### config.mk
export PLATFORM = sky130hd
export DESIGN_NAME = serial_subtractor
export DESIGN_NICKNAME = d
export VERILOG_FILES = /design/src/rtl/serial_sub_pkg.sv /design/src/rtl/serial_subtractor_cell.sv /design/src/rtl/serial_subtractor.sv
export SDC_FILE = /design/constraint.sdc
export NUM_CORES = 1
export LEC_CHECK = 0
export ABC_AREA = 1
export CAP_MARGIN = 5
export CORE_MARGIN = 8
export CORE_UTILIZATION = 32
export DETAILED_ROUTE_END_ITERATION = 10
export DONT_BUFFER_PORTS = 1
export HOLD_SLACK_MARGIN = 0.02
export PLACE_DENSITY = 0.48
export SKIP_LAST_GASP = 1
export SYNTH_ARGS = -nofsm -noshare
export SYNTH_HDL_FRONTEND = slang
export SYNTH_SLANG_ARGS = --single-unit
### constraint.sdc
create_clock -name clk -period 2.67 [get_ports clk]
set_input_delay 0.534 -clock clk [delete_from_list [all_inputs] [get_ports clk]]
set_output_delay 0.534 -clock clk [all_outputs]
set_load 0.03 [all_outputs]
### src/rtl/serial_sub_pkg.sv
// serial_sub_pkg: shared state encoding and default width for the bit-serial subtractor
package serial_sub_pkg;
  localparam int BIT_DEFAULT = 15;
  typedef enum logic [1:0] {IDLE, RUN, DONE} state_e;
endpackage

### src/rtl/serial_subtractor_cell.sv
// subtractor: combinational 1-bit full subtractor cell
module subtractor (
  input  logic a,
  input  logic b,
  input  logic borrow_in,
  output logic diff,
  output logic borrow_out
);
  assign diff       = a ^ b ^ borrow_in;
  assign borrow_out = (~a & b) | (~(a ^ b) & borrow_in);
endmodule

### src/rtl/serial_subtractor.sv
// serial_subtractor: LSB-first bit-serial a - b with borrow, valid/ready on both sides
module serial_subtractor
  import serial_sub_pkg::*;
#(
  parameter int Bit = BIT_DEFAULT
) (
  input  logic           clk,
  input  logic           rst,
  input  logic           in_valid,
  output logic           in_ready,
  input  logic [Bit-1:0] a,
  input  logic [Bit-1:0] b,
  output logic           out_valid,
  input  logic           out_ready,
  output logic [Bit-1:0] diff,
  output logic           borrow,
  output logic           busy
);
  localparam int CW = $clog2(Bit);
  localparam logic [CW-1:0] LAST = CW'(Bit - 1);
  state_e         state_q, state_d;
  logic [Bit-1:0] a_q, a_d, b_q, b_d, diff_q, diff_d;
  logic [CW-1:0]  cnt_q, cnt_d;
  logic           bor_q, bor_d, dbit, bout;
  subtractor u_cell (
    .a         (a_q[0]),
    .b         (b_q[0]),
    .borrow_in (bor_q),
    .diff      (dbit),
    .borrow_out(bout)
  );
  always_comb begin
    state_d = state_q;
    a_d     = a_q;
    b_d     = b_q;
    diff_d  = diff_q;
    cnt_d   = cnt_q;
    bor_d   = bor_q;
    case (state_q)
      IDLE: if (in_valid) begin
        a_d     = a;
        b_d     = b;
        bor_d   = 1'b0;
        cnt_d   = '0;
        state_d = RUN;
      end
      RUN: begin
        diff_d  = {dbit, diff_q[Bit-1:1]};
        a_d     = a_q >> 1;
        b_d     = b_q >> 1;
        bor_d   = bout;
        cnt_d   = cnt_q + 1'b1;
        state_d = (cnt_q == LAST) ? DONE : RUN;
      end
      DONE:    state_d = out_ready ? IDLE : DONE;
      default: state_d = IDLE;
    endcase
  end
  always_ff @(posedge clk or posedge rst) begin
    if (rst) begin
      state_q <= IDLE;
      a_q     <= '0;
      b_q     <= '0;
      diff_q  <= '0;
      cnt_q   <= '0;
      bor_q   <= 1'b0;
    end else begin
      state_q <= state_d;
      a_q     <= a_d;
      b_q     <= b_d;
      diff_q  <= diff_d;
      cnt_q   <= cnt_d;
      bor_q   <= bor_d;
    end
  end
  assign in_ready  = (state_q == IDLE);
  assign busy      = (state_q != IDLE);
  assign out_valid = (state_q == DONE);
  assign diff      = diff_q;
  assign borrow    = bor_q;
endmodule

==> qor.csv <==
metric;value;unit
antenna violations before repair;0;
Yosys Warn Count;0;
synth-to-layout area growth;6.203;%
proportion of total power due to net switching;46.95;%
root buffer cell;sky130_fd_sc_hd__clkbuf_8;
data required time of the critical path;2.14;ns
library cells used by synthesis;18;
clock tree from TritonCTS;built;
portion of total power attributed to sequential cells;50.7;%
Achievable Freq;514.5;MHz
final hold violation count;0;
DRC violations left;0;
clock group share of total power;15.3;%
Starting DRT DRC Count;52;
RSZ-0062 raised after global routing;no;
largest net degree at the start of global routing;55;
Routed Antenna Nets;0;
final worst-path cycle share;72.80;%
number of enable-type register cells in the synthesized netlist;0;
largest area contributor in the synthesized netlist;sky130_fd_sc_hd__dfrtp_1;
critical path, cell by cell;nor2_2 > inv_1;
part of the Yosys area used for sequential elements;55.61;%
Final Max Tran Viols;0;
number of ports placed on the die boundary;53;
flip-flop and latch count after synthesis;52;
kind of launch point of the worst setup path;flip-flop;
routability congestion estimate;0.7161;
number of global-route vias before repair;1845;
post-synthesis net count;306;
Crit Reg-Reg Endpoint;b_q[5];
clock sinks;52;
number of cells on the critical path;2;
Critical Path AT;1.41;ns
area of the die;10300;µm²
DR vias;1806;
count of inserted antenna diode cells;0;
first-pass iteration count of the detailed router;4;
GR Util All Layers;11.83;%
number of clock buffers inserted by TritonCTS;5;
flop-to-flop setup slack;1.14;ns
Placement Rows;31;
reg2reg start;state_q[0];
CP max stage cell;sky130_fd_sc_hd__dfrtp_1;
CTS-repair resized insts;0;
Primary FF master, synth;sky130_fd_sc_hd__dfrtp_1;
die height;101.5;µm
worst supply voltage drop on vdd;0.3442;mV
highest net fanout along the worst path;4;
Cell Area, Placed;2391;µm²
average routed wire per standard cell;15.99;µm
combined area of all synthesized cells;2340;µm²
Final HPWL DP;3646;µm
part of the power in combinational logic;34.0;%
Core Area;7176;µm²
post-synth top area share;55.61;%
leading post-synthesis cells by cell area;sky130_fd_sc_hd__dfrtp_1 (56%), sky130_fd_sc_hd__nand3_1 (20%), sky130_fd_sc_hd__nand2_1 (13%);
placed cells;353;
number of endpoints failing setup at the final stage;0;
remaining global-route overflow;0;
most used standard cell by instance count after synthesis;sky130_fd_sc_hd__nand3_1;
routed wire length;5772;µm
initial standard-cell utilization of the core;32.61;%
clock edge transition at the registers on the reported setup and hold paths;0.09;ns
die outline width;101.5;µm
drt via density;5.003;
cell count after synthesis;269;
worst skew pair latency;0.30;ns
minimum clock period;1.944;ns
Setup Crit Path Kind;reg2out;
worst-margin pin slew;0.7264;ns
maximum capacitance violations;0;
nature of the critical path endpoint;output pin;
Pleak;1.206;nW
number of I/O port buffers;0;
number of standard cells in the layout, taps in and fillers out;361;
Final #Nets;298;
proportion of register bits with asynchronous set or reset after synthesis;100.0;%
worst-case headroom to the max-slew limit;51.40;%
H-tree level count;2;
Pwr Density;1239;nW/µm²
delay of the slowest cell on the worst path;0.43;ns
crit path capture;busy;
# Post-CTS Setup Buffers;0;
worst path bufs/invs;1;
status;complete, no violations;
power spent charging and discharging nets;1.446;mW
first-pass GRT wire length;9570;µm
setup tns final;0;ns
crit-path leading delay family;flip-flops;
worst clock skew;0.003448;ns
commonest cells in the netlist;sky130_fd_sc_hd__nand3_1 (93), sky130_fd_sc_hd__nand2_1 (82), sky130_fd_sc_hd__dfrtp_1 (52);
final non-filler cell area;2485;µm²
worst setup path start;state_q[0];
cell depth of the worst flop-to-flop path;4;
share of layout cells above drive strength 1;6.107;%
internal power contribution;1.633;mW
number of buffers on the longest clock path;2;
worst hold path class;in2async;
Post-CTS Hold Buffers;0;
Avg Cell Area, Syn;8.698;µm²
## routing by layer
layer | vias to the layer above | routed length [µm] | track usage (%)
met5 | - | 0 | 0
met2 | 44 | 2680 | 18.96
met4 | 0 | 53 | 3.436
met3 | 5 | 466 | 5.155
li1 | 872 | - | -
met1 | 885 | 2572 | 14.00
## flip-flops by register name, indices dropped and copies added, names as in the netlist
signal	count
cnt_q	4
borrow	1
state_q	2
diff	15
a_q	15
b_q	15
## stage by stage
step / worst slack [ns] / power [mW] / hold slack, ns / utilization (%)
3_3_place_gp: 1.056 / 2.629 / 0.4732 / 33.32
2_1_floorplan: 0.8781 / 2.431 / 0.4659 / -
4_1_cts: 0.6954 / 3.142 / 0.1721 / 34.63
6_report: 0.7262 / 3.079 / 0.1615 / 34.63
3_5_place_dp: 1.044 / 2.660 / 0.4786 / 33.32
5_1_grt: 0.6590 / 3.343 / 0.1938 / 34.63
## area by class of cell
type / instances / area [µm²]
fillers: 772 / 4691
multi-input cells: 190 / 894.6
clock buffers: 7 / 86.33
inverters: 9 / 36.28
clock inverters: 1 / 7.507
repair buffers: 3 / 35.03
flip-flops and latches: 52 / 1301
well taps: 99 / 123.9
## cells by family (layout without fill, tap and decap cells)
| logic type | Yosys count | in the layout | share of synthesized area (%) |
|---|---|---|---|
| AND/OR/NAND/NOR | 180 | 180 | 34.39 |
| flip-flops | 52 | 52 | 55.62 |
| buffers and inverters | 27 | 20 | 6.257 |
| AO/OA/AOI/OAI | 6 | 6 | 1.444 |
| adder cells (fa/ha/maj) | 3 | 3 | 1.925 |
| XOR/XNOR | 1 | 1 | 0.3744 |
## worst reg2reg max path: cells and delay by family, from the launching register on
family / cells / cell delay (ns)
AND/OR/NAND/NOR: 3 / 0.64
flip-flops: 1 / 0.43
buffers and inverters: 1 / 0.40
## power groups by stage
| stage | clock network [mW] | logic (mW) | registers (mW) |
|---|---|---|---|
| 6_report | 0.472 | 1.05 | 1.56 |
| 5_1_grt | 0.522 | 1.20 | 1.62 |
| 4_1_cts | 0.492 | 1.08 | 1.57 |
| 3_5_place_dp | 0 | 1.08 | 1.58 |
| 3_3_place_gp | 0 | 1.05 | 1.58 |
| 2_1_floorplan | 0 | 0.921 | 1.51 |
## worst min-delay path by stage
| stage | slack, ns | startpoint | cells past startpoint | end |
|---|---|---|---|---|
| after floorplan | 0.47 | a_q[1] | 2 | a_q[0] |
| after global placement | 0.47 | b_q[7] | 2 | b_q[6] |
| after detailed placement | 0.48 | a_q[2] | 2 | a_q[1] |
| after CTS | 0.17 | rst | 1 | a_q[11] |
| after global routing | 0.19 | rst | 1 | b_q[5] |
| final | 0.16 | rst | 1 | a_q[8] |
## cell usage in the layout, fill, tap and decap left out, types with 2 or more instances in the layout
cell type                  Yosys  routed
sky130_fd_sc_hd__buf_4         8       2
sky130_fd_sc_hd__clkbuf_8      0       6
sky130_fd_sc_hd__dfrtp_1      52      52
sky130_fd_sc_hd__ha_1          2       2
sky130_fd_sc_hd__inv_1         7       6
sky130_fd_sc_hd__inv_2         1       2
sky130_fd_sc_hd__nand2_1      82      82
sky130_fd_sc_hd__nand3_1      93      93
sky130_fd_sc_hd__o21ai_0       4       4
Power figures use the tool's default switching activity.
